[config.mk]
export PLATFORM = sky130hd
export DESIGN_NAME = fifo_push_credit_arbiter
export DESIGN_NICKNAME = d
export VERILOG_FILES = /design/src/rtl/fifo_push_credit_pkg.sv /design/src/rtl/fifo_push_credit_arbiter_rr_arbiter.sv /design/src/rtl/fifo_push_credit_arbiter.sv
export SDC_FILE = /design/constraint.sdc
export NUM_CORES = 1
export LEC_CHECK = 0
export ABC_AREA = 1
export CAP_MARGIN = 25
export CORE_MARGIN = 4
export CORE_UTILIZATION = 35
export CTS_BUF_LIST = sky130_fd_sc_hd__clkbuf_16
export DETAILED_ROUTE_END_ITERATION = 6
export PLACE_DENSITY_LB_ADDON = 0.12
export RECOVER_POWER = 50
export SYNTH_ARGS = -nofsm -noshare
export SYNTH_HDL_FRONTEND = slang
export SYNTH_SLANG_ARGS = --single-unit
[constraint.sdc]
create_clock -name push_clk -period 4 [get_ports push_clk]
set_input_delay 0.6 -clock push_clk [delete_from_list [all_inputs] [get_ports push_clk]]
set_output_delay 0.6 -clock push_clk [all_outputs]
set_load 0.02 [all_outputs]
[src/rtl/fifo_push_credit_pkg.sv]
// Shared types and helpers for the push-side credit scheduler of the CDC flop-RAM FIFO.
package fifo_push_credit_pkg;

    typedef enum logic [1:0] {
        PS_INIT   = 2'd0,
        PS_ACTIVE = 2'd1,
        PS_HOLD   = 2'd2
    } push_state_e;

    localparam int CREDITS_DEF = 16;
    localparam int DATA_W_DEF  = 8;

    // Credits left over once the withheld reserve is removed; never goes below zero.
    function automatic logic [31:0] credit_sat_sub(input logic [31:0] count,
                                                   input logic [31:0] withhold);
        return (count > withhold) ? (count - withhold) : 32'd0;
    endfunction

endpackage

[src/rtl/fifo_push_credit_arbiter_rr_arbiter.sv]
// Combinational round-robin arbiter: first active request at or after the pointer wins.
module rr_arbiter #(
    parameter int NUM_REQ = 4,
    parameter int IDX_W   = (NUM_REQ > 1) ? $clog2(NUM_REQ) : 1
) (
    input  logic [NUM_REQ-1:0] req,
    input  logic [IDX_W-1:0]   pointer,
    output logic [NUM_REQ-1:0] grant,
    output logic [IDX_W-1:0]   grant_idx,
    output logic               grant_any
);

    logic [IDX_W:0]   lane_sum [NUM_REQ];
    logic [IDX_W-1:0] lane_idx [NUM_REQ];
    logic [NUM_REQ-1:0] req_rot;

    // req_rot[k] is the request k positions after the pointer, wrapped modulo NUM_REQ.
    for (genvar gi = 0; gi < NUM_REQ; gi++) begin : g_rot
        assign lane_sum[gi] = {1'b0, pointer} + (IDX_W+1)'(gi);
        assign lane_idx[gi] = (lane_sum[gi] >= (IDX_W+1)'(NUM_REQ))
                            ? IDX_W'(lane_sum[gi] - (IDX_W+1)'(NUM_REQ))
                            : IDX_W'(lane_sum[gi]);
        assign req_rot[gi]  = req[lane_idx[gi]];
    end

    always_comb begin
        grant     = '0;
        grant_idx = '0;
        grant_any = 1'b0;
        for (int k = NUM_REQ - 1; k >= 0; k--) begin
            if (req_rot[k]) begin
                grant_any = 1'b1;
                grant_idx = lane_idx[k];
            end
        end
        if (grant_any) begin
            grant[grant_idx] = 1'b1;
        end
    end

endmodule

[src/rtl/fifo_push_credit_arbiter.sv]
// Push-side scheduler: round-robin over requesters, gated by FIFO credits, init window and stall.
// Optional build macro CREDIT_ERR_CHECK_EN adds a sticky credit_err output and a one-hot grant assertion.
module fifo_push_credit_arbiter
    import fifo_push_credit_pkg::*;
#(
    parameter int NUM_REQ     = 4,
    parameter int DATA_W      = DATA_W_DEF,
    parameter int CREDITS     = CREDITS_DEF,
    parameter int CNT_W       = $clog2(CREDITS + 1),
    parameter int INIT_CYCLES = 4,
    localparam int IDX_W      = $clog2(NUM_REQ)
) (
    input  logic                      push_clk,
    input  logic                      push_rst,
    input  logic [NUM_REQ-1:0]        req_valid,
    input  logic [NUM_REQ*DATA_W-1:0] req_data,
    output logic [NUM_REQ-1:0]        req_ready,
    output logic                      push_valid,
    output logic [DATA_W-1:0]         push_data,
    input  logic                      push_credit_return,
    input  logic                      push_credit_stall,
    input  logic [CNT_W-1:0]          credit_withhold,
    output logic                      push_sender_in_reset,
    output logic [CNT_W-1:0]          credit_count_push,
    output logic [CNT_W-1:0]          credit_available_push,
    output logic [IDX_W-1:0]          grant_id
`ifdef CREDIT_ERR_CHECK_EN
    ,
    output logic                      credit_err
`endif
);

    localparam logic [1:0] S_INIT   = PS_INIT;
    localparam logic [1:0] S_ACTIVE = PS_ACTIVE;
    localparam logic [1:0] S_HOLD   = PS_HOLD;
    localparam int         INIT_W   = $clog2(INIT_CYCLES + 1);

    logic [1:0]        state_reg, state_next;
    logic [INIT_W-1:0] init_cnt_reg, init_cnt_next;
    logic [CNT_W-1:0]  count_reg, count_next;
    logic [IDX_W-1:0]  rr_ptr_reg;
    logic [IDX_W-1:0]  grant_id_reg;
    logic              push_valid_reg;
    logic [DATA_W-1:0] push_data_reg;

    logic [DATA_W-1:0]  lane_data [NUM_REQ];
    logic [NUM_REQ-1:0] arb_grant;
    logic [IDX_W-1:0]   arb_idx;
    logic               arb_any;
    logic [CNT_W-1:0]   credit_available;
    logic               grant_en;
    logic               transfer;
    logic               ret_dropped;

    for (genvar gi = 0; gi < NUM_REQ; gi++) begin : g_lane
        assign lane_data[gi] = req_data[gi*DATA_W +: DATA_W];
    end

    rr_arbiter #(
        .NUM_REQ (NUM_REQ),
        .IDX_W   (IDX_W)
    ) u_rr_arbiter (
        .req       (req_valid),
        .pointer   (rr_ptr_reg),
        .grant     (arb_grant),
        .grant_idx (arb_idx),
        .grant_any (arb_any)
    );

    assign credit_available = CNT_W'(credit_sat_sub(32'(count_reg), 32'(credit_withhold)));
    // Stall is checked directly as well as through HOLD so grants stop in the cycle it rises.
    assign grant_en  = (state_reg == S_ACTIVE) && !push_credit_stall
                    && (credit_available != '0);
    assign transfer  = grant_en && arb_any;
    assign req_ready = transfer ? arb_grant : '0;

    always_comb begin
        state_next    = state_reg;
        init_cnt_next = '0;
        case (state_reg)
            S_INIT: begin
                if (init_cnt_reg == INIT_W'(INIT_CYCLES - 1)) begin
                    state_next = S_ACTIVE;
                end else begin
                    init_cnt_next = init_cnt_reg + INIT_W'(1);
                end
            end
            S_ACTIVE: if (push_credit_stall)  state_next = S_HOLD;
            S_HOLD:   if (!push_credit_stall) state_next = S_ACTIVE;
            default:  state_next = S_INIT;
        endcase
    end

    // Returns while full are dropped; a simultaneous spend and return cancel out.
    always_comb begin
        count_next  = count_reg;
        ret_dropped = 1'b0;
        if (transfer && !push_credit_return) begin
            count_next = count_reg - CNT_W'(1);
        end else if (!transfer && push_credit_return) begin
            if (count_reg == CNT_W'(CREDITS)) begin
                ret_dropped = 1'b1;
            end else begin
                count_next = count_reg + CNT_W'(1);
            end
        end
    end

    always_ff @(posedge push_clk or posedge push_rst) begin
        if (push_rst) begin
            state_reg      <= S_INIT;
            init_cnt_reg   <= '0;
            count_reg      <= CNT_W'(CREDITS);
            rr_ptr_reg     <= '0;
            grant_id_reg   <= '0;
            push_valid_reg <= 1'b0;
            push_data_reg  <= '0;
        end else begin
            state_reg      <= state_next;
            init_cnt_reg   <= init_cnt_next;
            count_reg      <= count_next;
            push_valid_reg <= transfer;
            if (transfer) begin
                push_data_reg <= lane_data[arb_idx];
                grant_id_reg  <= arb_idx;
                rr_ptr_reg    <= (arb_idx == IDX_W'(NUM_REQ - 1)) ? '0 : arb_idx + IDX_W'(1);
            end
        end
    end

    assign push_valid            = push_valid_reg;
    assign push_data             = push_data_reg;
    assign push_sender_in_reset  = (state_reg == S_INIT);
    assign credit_count_push     = count_reg;
    assign credit_available_push = credit_available;
    assign grant_id              = grant_id_reg;

`ifdef CREDIT_ERR_CHECK_EN
    logic credit_err_reg;

    always_ff @(posedge push_clk or posedge push_rst) begin
        if (push_rst) begin
            credit_err_reg <= 1'b0;
        end else if (ret_dropped) begin
            credit_err_reg <= 1'b1;
        end
    end

    assign credit_err = credit_err_reg;

    a_ready_onehot: assert property (@(posedge push_clk) disable iff (push_rst) $onehot0(req_ready));
`else
    logic unused_ret_dropped;
    assign unused_ret_dropped = ret_dropped;
`endif

endmodule

Word level (Yosys, flattened, before mapping). Index checks and enable logic that the tools add are counted.

$add $sub $neg: 12. Magnitude comparators: 12. Equal/unequal tests: 9. Multiplexer cells: 38. Bitwise operators: 1. Reduce and logical (&&, ||, !) cells: 14.

Operators by type and width (number): $mux W2 (12); $mux W5 (4); $bmux W8 S2 (1); $mux W8 (2); $lt A2 B3 Y1 const B (5); $ge A3 B3 Y1 const B (4); $mux W1 (9); $bmux W1 S2 (4); $mux W4 (2); $sub A2 B1 Y2 const B (4); $add A2 B2 Y3 const B (2); $logic_and A1 B1 Y1 (6); $mux W3 (2); $ne A2 B2 Y1 const B (3); $pmux W2 S3 (1); $add A5 B1 Y5 const B (1); $eq A5 B5 Y1 const B (1); $gt A5 B5 Y1 (1); $reduce_bool A5 Y1 (1); $sub A5 B1 Y5 const B (1); $sub A5 B5 Y5 (1); $eq A2 B2 Y1 const B (2); $add A2 B1 Y3 const B (1); $add A3 B1 Y3 const B (1); 13 further kinds (15).

Register bits: 23. Input bits: 45. Word-level logic and storage cells: 93.

Longest topological paths before layout. Gate-level depths: netlist (run 1).

Depth in word-level cells: 15. Gate-level depth with buffers: 20. Mapped depth without buffers: 20.

Modules after synthesis. Synthesis (run 1) repeated with hierarchy kept, for this count alone.

Cell total of the unflattened synthesis: 286. Area total of the unflattened synthesis: 1999.4 sq um.

Modules (own cells, without submodules): fifo_push_credit_arbiter (instances 1, cells an instance 231, area each 1757.9 sq um, seq. area each 576.8 sq um); rr_arbiter (instances 1, cells an instance 55, area each 241.5 sq um, seq. area each 0.0 sq um).

Worst setup path after synthesis (run 1). OpenSTA, ideal clock, no wires.

Path kind: register -> register. Start point: reg count_reg[0], in the netlist credit_count_push[0]. End point: reg count_reg[4], in the netlist credit_count_push[4]. Library setup time: 75 ps. Arrival: 3173 ps. Required time: 3925 ps. Setup slack: 752 ps. Cell stages (with the launch flop): 20. Period minus slack after synthesis: 3248 ps. Cell sequence: dfrtp_1 > inv_1 > ha_1 > inv_1 > fa_1 > nand3_1 > nand2_1 > xor2_1 > o21ai_0 > nand3_1 > nand2_1 > clkinv_1 > ha_1 > ha_1 > nand2_1 > nor2_1 > a211oi_1 > nor2_1 > nor2_1 > xor2_1.

Longest elaborated chain between the ends: 9. Elaborated cells between the ends (all ways): 18. Classes of those cells: add/sub (3); order compare (1); eq/ne (2); mux (4); reduce/logical (8).

Ends and longest elaborated chain: start: declaration (line fifo_push_credit_arbiter.sv:40) `logic [CNT_W-1:0] count_reg, count_next;`; start signal: assignment (line fifo_push_credit_arbiter.sv:113) `count_reg <= CNT_W'(CREDITS);`; start signal: assignment (line fifo_push_credit_arbiter.sv:121) `count_reg <= count_next;`; $sub A5 B5 Y5 / $gt A5 B5 Y1 (equally long branches) (line fifo_push_credit_pkg.sv:16) `return (count > withhold) ? (count - withhold) : 32'd0;`; $mux W5 (*) (line fifo_push_credit_pkg.sv:16); $reduce_bool A5 Y1 (*) (line fifo_push_credit_arbiter.sv:73) `&& (credit_available != '0);`; $logic_and A1 B1 Y1 (*) (line fifo_push_credit_arbiter.sv:73); $logic_and A1 B1 Y1 (*) (line fifo_push_credit_arbiter.sv:74) `assign transfer = grant_en && arb_any;`; net transfer (line fifo_push_credit_arbiter.sv:52) `logic transfer;`; $logic_not A1 Y1 (line fifo_push_credit_arbiter.sv:100) `end else if (!transfer && push_credit_return) begin`; $logic_and A1 B1 Y1 (line fifo_push_credit_arbiter.sv:100); $reduce_bool A2 Y1 (no line); $reduce_and A2 Y1 (no line).

The timed path passes the listed nets; every way through them passes the cells marked *. The select of a mux whose other input is x is not followed. A chain may end at the register's enable or synchronous reset.

Final worst setup path (run 1).
Start point: in credit_withhold[2]. End point: out req_ready[3].

Longest elaborated chain between the ends: 6. Elaborated cells between the ends (all ways): 7. Classes of those cells: add/sub (1); order compare (1); mux (2); reduce/logical (3).

Ends and longest elaborated chain: start: declaration (line fifo_push_credit_arbiter.sv:22) `input logic [CNT_W-1:0] credit_withhold,`; $sub A5 B5 Y5 / $gt A5 B5 Y1 (equally long branches) (line fifo_push_credit_pkg.sv:16); $mux W5 (*) (line fifo_push_credit_pkg.sv:16); $reduce_bool A5 Y1 (*) (line fifo_push_credit_arbiter.sv:73); $logic_and A1 B1 Y1 (*) (line fifo_push_credit_arbiter.sv:73); $logic_and A1 B1 Y1 (*) (line fifo_push_credit_arbiter.sv:74); $mux W4 (*) (line fifo_push_credit_arbiter.sv:75) `assign req_ready = transfer ? arb_grant : '0;`; end: declaration (line fifo_push_credit_arbiter.sv:17) `output logic [NUM_REQ-1:0] req_ready,`.

Every way passes the cells marked *; elsewhere a longest branch is shown, timed or not.

==> run_results.csv, run 1 <==
group,metric,value,unit
status,status,"finished clean",
critical_path,required,3.40,ns
cts,cts_resized,0,
timing,max_slew.worst_pin.slew,0.878,ns
route,vias,2013,
global_route,antenna_found_initial,0,
critical_path,crit_chain,"clkdlybuf4s50_1 -> inv_1 -> ha_1 -> nand3_1 -> nand2_1 -> nand2_1 -> a21oi_2 -> nand3b_1 -> nand3_1 -> nand2_1 -> buf_4 -> nor2_1 -> clkdlybuf4s50_1",
timing,finalCritPeriodShare,95.4,%
floorplan,io_pins,71,
route,drt_pass1_iterations,4,
floorplan,start_util,36.5,%
cts,cts_hold_buf,0,
global_route,grt_max_degree,24,
critical_path,cp_slowest_stage_delay,0.62,ns
floorplan,die_h,84.2,um
power,switchingPower,1150,uW
synth,synth_top_area_share,27.1,%
cts,cts.clk_slew.worst_paths,0.06,ns
finish,largest_reg_flops,8,
cts,cts_tree,"yes",
power,swShare,50.6,%
synth,synth_area,2030,sq um
critical_path,end_kind,"primary output",
timing,finalSetupTns,0,ns
finish,antenna_cells,0,
floorplan,core_area,5570,sq um
placed_design,place.port_buffers,70,
finish,syn2layout_area_growth,42.8,%
cts,clock_latency,0.25,ns
timing,setup_violations,0,
worst_hold_path,hold_class,"flop to flop",
route,drt_wl_total,5270,um
finish,drive_gt1_share,10.3,%
critical_path,cp-start-kind,"input pin",
cts,cts_setup_buffers,0,
global_route,track_usage,14.5,%
timing,final-max-slew-violation-count,0,
finish,final_nets,442,
timing,relSlewSlack,41.4,%
critical_path,critPathMaxFanout,20,
floorplan,die_area,7100,sq um
floorplan,rows,27,
critical_path,crit_type,"input pin to primary output",
synth,synth_cell_types,35,
cts,cts.sinks,23,
global_route,grt_pass1_wl,8670,um
power,clock_power_share,9.3,%
timing,rsz0062_at_grt,"no",
power,pwr-share-comb,71.0,%
timing,clock.fmax,262,MHz
finish,final_util,52.1,%
critical_path,ff2ff_setup_slack,0.69,ns
synth,synth_cells,307,
placed_design,place.gp.congestion,0.836,
route,wl_per_cell,11.6,um
timing,clock_skew,0.00334,ns
global_route,grt_pass1_vias,1919,
power,peakVddDrop,437,uV
power,power_density,786,nW/um^2
cts,cts_made_buffers,3,
synth,ys_seq_area_share,28.4,%
synth,synth_fp_nets,368,
cts,clockBufferDepth,2,
floorplan,die_x,84.2,um
global_route,overflow,0,
finish,n_fill_cell,578,
power,p_int,1130,uW
synth,synthTopCellsByArea,"dfrtp_1, nand2_1, inv_1, nand3_1, ha_1",
route,drc,0,
power,pwr-share-seq,19.6,%
timing,hold_viol_final,0,
timing,layout_min_cycle_time,3.81,ns
route,ant_nets,0,
placed_design,dpl.hpwl,4100,um
job,drv_cap,0,
power,power_leakage,0.00161,uW
critical_path,path_common_cell,"nand2_1",
cts,cts-root-buf,"clkbuf_16",
synth,avgSynthCellArea,6.63,sq um
synth,yosysWarnings,0,
critical_path,slowest_stage,"clkdlybuf4s50_1",
critical_path,arrival,3.21,ns
synth,yosys.area.top_type,"dfrtp_1",
synth,yosys_register_bits,23,
route,viasPerCell,4.45,
finish,layout_commonest_cell,"nand2_1",
route,drt-initial-drc-count,61,
finish,final_cell_mix,"nand2_1, inv_1, clkdlybuf4s50_1, nand3_1, nor2_1",
cts,htree_levels,1,
==> layout make-up <==
type / instances / area (sq um) / area share [%]
inverters: 66 / 248 / 8.53
clock inverters: 1 / 3.75 / 0.129
clock buffers: 3 / 75.1 / 2.58
flip-flops and latches: 23 / 577 / 19.9
multi-input cells: 212 / 1170 / 40.1
repair buffers: 75 / 746 / 25.7
well taps: 72 / 90.1 / 3.10
==> worst paths after layout <==
path	from	to	cells after the start
setup reg to reg	credit_count_push[0]	credit_count_push[4]	19
setup / recovery	credit_withhold[2]	req_ready[3]	13
hold / removal	init_cnt_reg[0]	init_cnt_reg[0]	1
max in group asynchronous	push_rst	credit_count_push[0]	2
hold reg to reg	init_cnt_reg[0]	init_cnt_reg[0]	1
min in group asynchronous	push_rst	init_cnt_reg[1]	2
==> logic make-up (layout without fill, tap and decap cells) <==
family,count (synthesis),in the layout,share of synthesized area [%]
simple gates,168,168,37.9
buf+inv,72,145,14.5
compound gates,23,23,6.52
flops,23,23,28.4
fa+ha+maj,16,16,10.6
xor+xnor,5,5,2.15
==> worst max-delay path: cells and delay by family <==
family	cells	cell delay (ns)
buf+inv	4	1.33
simple gates	7	0.72
fa+ha+maj	1	0.36
compound gates	1	0.20
==> power by group through the flow <==
stage,registers [uW],logic (uW),clock network [uW]
global route,466,1830,228
global placement,455,1630,0
CTS,451,1660,216
floorplan,505,1070,0
finish,448,1620,213
detailed placement,454,1650,0
==> cells in the mapped netlist (all sizes together) <==
cell type,n
nand2,96
inv,65
nand3,42
nor2,25
dfrtp,22
ha,14
a21oi,9
o21ai,9
buf,5
xor2,4
a21boi,2
fa,2
nor3,2
a211oi,1
a31oi,1
clkbuf,1
clkinv,1
dfstp,1
nand3b,1
nor3b,1
nor4,1
o22ai,1
xnor2,1
==> per-layer routing <==
layer | vias up | global-route usage, % | share of wire [%]
li1 | 1090 | - | -
met1 | 881 | 19.3 | 48
met2 | 40 | 24.3 | 47
met3 | 2 | 3.34 | 4.9
met4 | 0 | 2.49 | 0.28
met5 | - | 0 | 0
==> stage by stage <==
stage | instance area [sq um] | total power, uW | instances | setup slack, ns | hold WS, ns
2_1_floorplan | 2030 | 1580 | 307 | 0.752 | 0.409
3_3_place_gp | 2820 | 2090 | 448 | 0.218 | 0.424
3_5_place_dp | 2820 | 2100 | 448 | 0.123 | 0.431
4_1_cts | 2890 | 2320 | 452 | 0.122 | 0.438
5_1_grt | 2910 | 2520 | 452 | 0.00712 | 0.459
6_report | 2910 | 2280 | 452 | 0.185 | 0.432
Note: power is estimated with default switching activity, not from simulation.
==> run 2: changes to the inputs <==
SYNTH_HIERARCHICAL = 1   (was default)
==> run_results.csv, run 2 <==
group,metric,value,unit
global_route,overflow,0,
floorplan,start_util,36.1,%
timing,max_slew.worst_pin.slew,0.878,ns
critical_path,cp-start-kind,"input pin",
floorplan,core_area,5540,sq um
route,drt_wl_total,4920,um
timing,finalCritPeriodShare,93.4,%
critical_path,r2r-start,"credit_count_push[0]",
synth,ys_top_cells_by_count,"nand2_1, inv_1, nor2_1",
finish,layout_commonest_cell,"clkdlybuf4s50_1",
synth,async_flop_share,100,%
finish,final_nets,416,
power,peakVddDrop,481,uV
floorplan,die_x,83.6,um
timing,setup_violations,0,
critical_path,r2r_end,"credit_count_push[4]",
power,p_int,1200,uW
finish,largest_reg_flops,8,
floorplan,die_h,83.6,um
synth,synth_top_area_share,27.5,%
cts,cts-root-buf,"clkbuf_16",
placed_design,place.port_buffers,70,
synth,synth_flop_cell,"dfrtp_1",
route,drc,0,
global_route,grt_pass1_vias,1943,
timing,clock_skew,0.00236,ns
route,vias,2016,
finish,final_cell_mix,"clkdlybuf4s50_1, nand2_1, inv_1, nor2_1, nand3_1",
synth,synth_cell_types,33,
cts,cts.sinks,23,
timing,rsz0062_at_grt,"no",
power,power_density,865,nW/um^2
finish,syn2layout_area_growth,42.6,%
synth,synth_fp_nets,344,
worst_hold_path,hold_depth,1,
worst_hold_path,min_from,"init_cnt_reg[0]",
critical_path,end_kind,"primary output",
status,status,"finished clean",
synth,ys_seq_area_share,28.8,%
timing,finalSetupTns,0,ns
timing,hold_viol_final,0,
job,drv_cap,0,
route,drt_pass1_iterations,4,
cts,cts_hold_buf,0,
synth,synth_most_common_cell,"nand2_1",
critical_path,ff2ff_path_depth,21,
finish,antenna_cells,0,
floorplan,die_area,6990,sq um
cts,clock_latency,0.26,ns
finish,final_util,51.4,%
cts,cts.clk_slew.worst_paths,0.06,ns
floorplan,rows,27,
cts,cts_tree,"yes",
timing,clock.fmax,268,MHz
timing,layout_min_cycle_time,3.73,ns
timing,hold_slack,0.439,ns
global_route,grt_pass1_wl,8600,um
cts,cts_resized,0,
power,switchingPower,1270,uW
power,pwr-share-comb,72.5,%
synth,yosys_register_bits,23,
cts,cts_made_buffers,3,
synth,synth_area,2000,sq um
timing,final-max-slew-violation-count,0,
cts,cts_setup_buffers,0,
critical_path,critPathMaxFanout,14,
critical_path,crit_type,"input pin to primary output",
power,power_leakage,0.00141,uW
power,swShare,51.4,%
cts,htree_levels,1,
synth,yosys.area.top_type,"dfrtp_1",
timing,relSlewSlack,41.4,%
global_route,grt_max_degree,24,
global_route,antenna_found_initial,0,
critical_path,ff2ff_setup_slack,0.57,ns
global_route,track_usage,14.5,%
synth,avgSynthCellArea,6.99,sq um
power,pwr-share-seq,18.6,%
critical_path,arrival,3.13,ns
placed_design,dpl.hpwl,3970,um
worst_hold_path,hold_class,"flop to flop",
critical_path,required,3.40,ns
power,clock_power_share,8.9,%
synth,yosysWarnings,6,
finish,drive_gt1_share,11.2,%
route,wl_per_cell,11.5,um
synth,synth_cells,286,
route,ant_nets,0,
synth,synth-edff-count,0,
route,viasPerCell,4.70,
placed_design,place.gp.congestion,0.805,
cts,clockBufferDepth,2,
worst_hold_path,min_delay_worst_endpoint,"init_cnt_reg[0]",
floorplan,io_pins,71,
route,drt-initial-drc-count,45,
synth,synthTopCellsByArea,"dfrtp_1, nand2_1, inv_1, nor2_1, ha_1",
-- run 2: changes by cell type after synthesis, sizes merged, moves of 4 or more --
cell   before  now
a21oi       9    5
inv        65   45
o21ai       9   24
nand3      42   28
o22ai       1    8
nand2      96   72
nor2       25   46
-- run 2: metal layers --
| metal | wire length [um] | vias up | GRT usage (%) |
|---|---|---|---|
| li1 | - | 1049 | - |
| met2 | 2360 | 47 | 25.1 |
| met1 | 2170 | 913 | 17.6 |
| met5 | 0 | - | 0 |
| met3 | 325 | 7 | 3.65 |
| met4 | 68 | 0 | 4.09 |
-- run 2: worst max path at each step --
stage                          from                   end  slack, ns  depth (start not counted)
2_1_floorplan  credit_count_push[0]  credit_count_push[4]       0.74                         22
3_3_place_gp     credit_withhold[0]  credit_count_push[4]       0.22                         21
3_5_place_dp     credit_withhold[0]  credit_count_push[4]       0.12                         21
4_1_cts          credit_withhold[0]          req_ready[1]       0.24                         14
5_1_grt          credit_withhold[0]  credit_count_push[4]       0.08                         21
6_report         credit_withhold[0]          req_ready[1]       0.27                         14
-- run 2: logic make-up (layout without fill, tap and decap cells) --
kind of cell,after synthesis,count (layout),share of synthesized area (%)
AND/OR/NAND/NOR,153,153,37.3
buffers and inverters,53,124,11.3
AO/OA/AOI/OAI,40,40,11.9
flip-flops,23,23,28.8
adder cells (fa/ha/maj),13,13,8.89
XOR/XNOR,4,4,1.75
-- run 2: critical path, stage by stage --
cell             delay (ns)
clkdlybuf4s50_1        0.46
ha_1                   0.20
inv_1                  0.08
fa_1                   0.40
nand3_1                0.11
nand3_1                0.07
nand2_1                0.06
nand2_1                0.08
inv_2                  0.06
o21ai_2                0.05
nand3_2                0.09
nand2_4                0.16
nor2_4                 0.12
clkdlybuf4s50_1        0.61
-- run 2: metrics by stage --
stage / instances / power (uW) / setup slack (ns) / area (sq um)
6_report: 429 / 2470 / 0.265 / 2850
5_1_grt: 429 / 2760 / 0.0837 / 2850
4_1_cts: 429 / 2520 / 0.236 / 2850
3_5_place_dp: 425 / 2290 / 0.124 / 2770
3_3_place_gp: 425 / 2280 / 0.216 / 2770
2_1_floorplan: 286 / 1740 / 0.743 / 2000
-- run 2: power by group through the flow --
stage / Combinational, uW / Sequential, uW / Clock, uW
finish: 1790 / 458 / 220
detailed placement: 1830 / 463 / 0
floorplan: 1220 / 523 / 0
CTS: 1840 / 463 / 224
global placement: 1820 / 465 / 0
global route: 2040 / 478 / 233
-- run 2: area by class of cell --
class,instances,area (sq um)
multi-input combinational,210,1200
tap,72,90.1
clock buffer,3,75.1
fill,575,2690
clock inverter,1,5.00
timing repair buffer,75,738
inverter,45,169
sequential,23,577
==> run 3: changes to the inputs <==
DONT_BUFFER_PORTS = 1   (was default)
==> run_results.csv, run 3 (synthesized netlist as in run 2, its figures left out) <==
group,metric,value,unit
status,status,"finished clean",
placed_design,place.port_buffers,0,
timing,clock.fmax,283,MHz
timing,hold_slack,0.431,ns
power,clock_power_share,10.0,%
floorplan,io_pins,71,
power,pwr-share-seq,26.1,%
route,vias,1697,
timing,final-max-slew-violation-count,0,
floorplan,core_area,5540,sq um
timing,rsz0062_at_grt,"no",
worst_hold_path,hold_class,"input pin to async pin",
floorplan,start_util,36.1,%
route,wl_per_cell,12.7,um
global_route,track_usage,13.3,%
global_route,grt_pass1_vias,1738,
placed_design,place.gp.congestion,0.778,
global_route,antenna_found_initial,0,
timing,finalSetupTns,0,ns
finish,layout_commonest_cell,"nand2_1",
cts,cts.clk_slew.worst_paths,0.06,ns
critical_path,crit_type,"flop to primary output",
floorplan,die_h,83.6,um
cts,cts-root-buf,"clkbuf_16",
power,switchingPower,1230,uW
cts,clockBufferDepth,2,
power,power,2160,uW
power,swShare,57.0,%
route,drc,0,
floorplan,rows,27,
placed_design,place_area,2050,sq um
cts,cts_resized,0,
critical_path,required,3.40,ns
finish,largest_reg_flops,8,
cts,cts_tree,"yes",
finish,final_nets,343,
timing,hold_viol_final,0,
global_route,grt_max_degree,24,
timing,relSlewSlack,39.4,%
route,drt_wl_total,4540,um
cts,htree_levels,1,
critical_path,arrival,2.94,ns
cts,cts.sinks,23,
global_route,grt_pass1_wl,7910,um
finish,drive_gt1_share,12.7,%
finish,antenna_cells,0,
floorplan,die_area,6990,sq um
cts,cts_made_buffers,3,
global_route,overflow,0,
finish,final_cell_mix,"nand2_1, inv_1, nor2_1, nand3_1, dfrtp_1",
cts,cts_hold_buf,0,
power,power_density,1020,nW/um^2
timing,setup_violations,0,
critical_path,cp-start-kind,"flop",
power,p_int,929,uW
finish,final_util,38.4,%
job,drv_cap,0,
floorplan,die_x,83.6,um
timing,clock_skew,0.00426,ns
route,viasPerCell,4.77,
finish,syn2layout_area_growth,6.32,%
timing,finalCritPeriodShare,88.4,%
route,ant_nets,0,
critical_path,critPathMaxFanout,16,
power,power_leakage,0.00111,uW
critical_path,end_kind,"primary output",
timing,max_slew.worst_pin.slew,0.908,ns
cts,clock_latency,0.26,ns
timing,layout_min_cycle_time,3.54,ns
power,pwr-share-comb,63.8,%
finish,stdcell_area,2130,sq um
placed_design,dpl.hpwl,3540,um
route,drt-initial-drc-count,30,
cts,cts_setup_buffers,0,
route,drt_pass1_iterations,4,
power,peakVddDrop,369,uV
-- run 3: changes by cell type in the layout (fill, tap and decap cells not counted), sizes merged --
cell           change
buf                -3
clkdlybuf4s50     -60
clkinv             -1
dlygate4sd3       -10
inv                +1
-- run 3: layer usage --
layer  track usage [%]  part of all wire, %  up-vias  routed length, um
met5                 0                    0        -                  0
met1              17.5                   47      751               2140
li1                  -                    -      906                  -
met2              21.7                   46       38               2070
met3              3.55                  6.6        2                301
met4              3.22                 0.57        0                 26
-- run 3: per-stage QoR --
step                      instances  setup slack (ns)
after floorplan                 286             0.743
after global placement          352             0.573
after detailed placement        352             0.457
after CTS                       356             0.416
after global routing            356             0.136
final                           356             0.463
-- run 3: power groups by stage --
stage / Combinational, uW / Clock [uW] / Sequential [uW]
2_1_floorplan: 1220 / 0 / 523
3_3_place_gp: 1400 / 0 / 574
3_5_place_dp: 1400 / 0 / 571
4_1_cts: 1400 / 224 / 568
5_1_grt: 1610 / 237 / 586
6_report: 1380 / 216 / 565
-- run 3: worst paths after layout --
kind / from / to / slack [ns] / cells after the start
min reg2reg: init_cnt_reg[0] / init_cnt_reg[0] / 0.44 / 1
min: push_rst / grant_id[0] / 0.43 / 1
min in group push_clk: init_cnt_reg[0] / init_cnt_reg[0] / 0.44 / 1
max: credit_count_push[0] / req_ready[3] / 0.46 / 13
max in group asynchronous: push_rst / push_valid / 3.01 / 1
max reg2reg: credit_count_push[0] / credit_count_push[4] / 0.48 / 21
-- run 3: cell type report --
cell class / instances / area, sq um
flip-flops and latches: 23 / 577
repair buffers: 2 / 15.0
fillers: 622 / 3410
multi-input cells: 210 / 1200
inverters: 45 / 169
clock inverters: 1 / 3.75
clock buffers: 3 / 75.1
well taps: 72 / 90.1
-- run 3: critical path, stage by stage (launching register included) --
cell     delay [ns]
dfrtp_1        0.51
inv_1          0.18
ha_1           0.22
inv_1          0.08
fa_1           0.40
nand3_1        0.10
nand4_1        0.08
nand2_1        0.11
inv_2          0.04
o21ai_2        0.11
nand3_2        0.27
nand2_4        0.14
buf_4          0.33
nor2_4         0.09
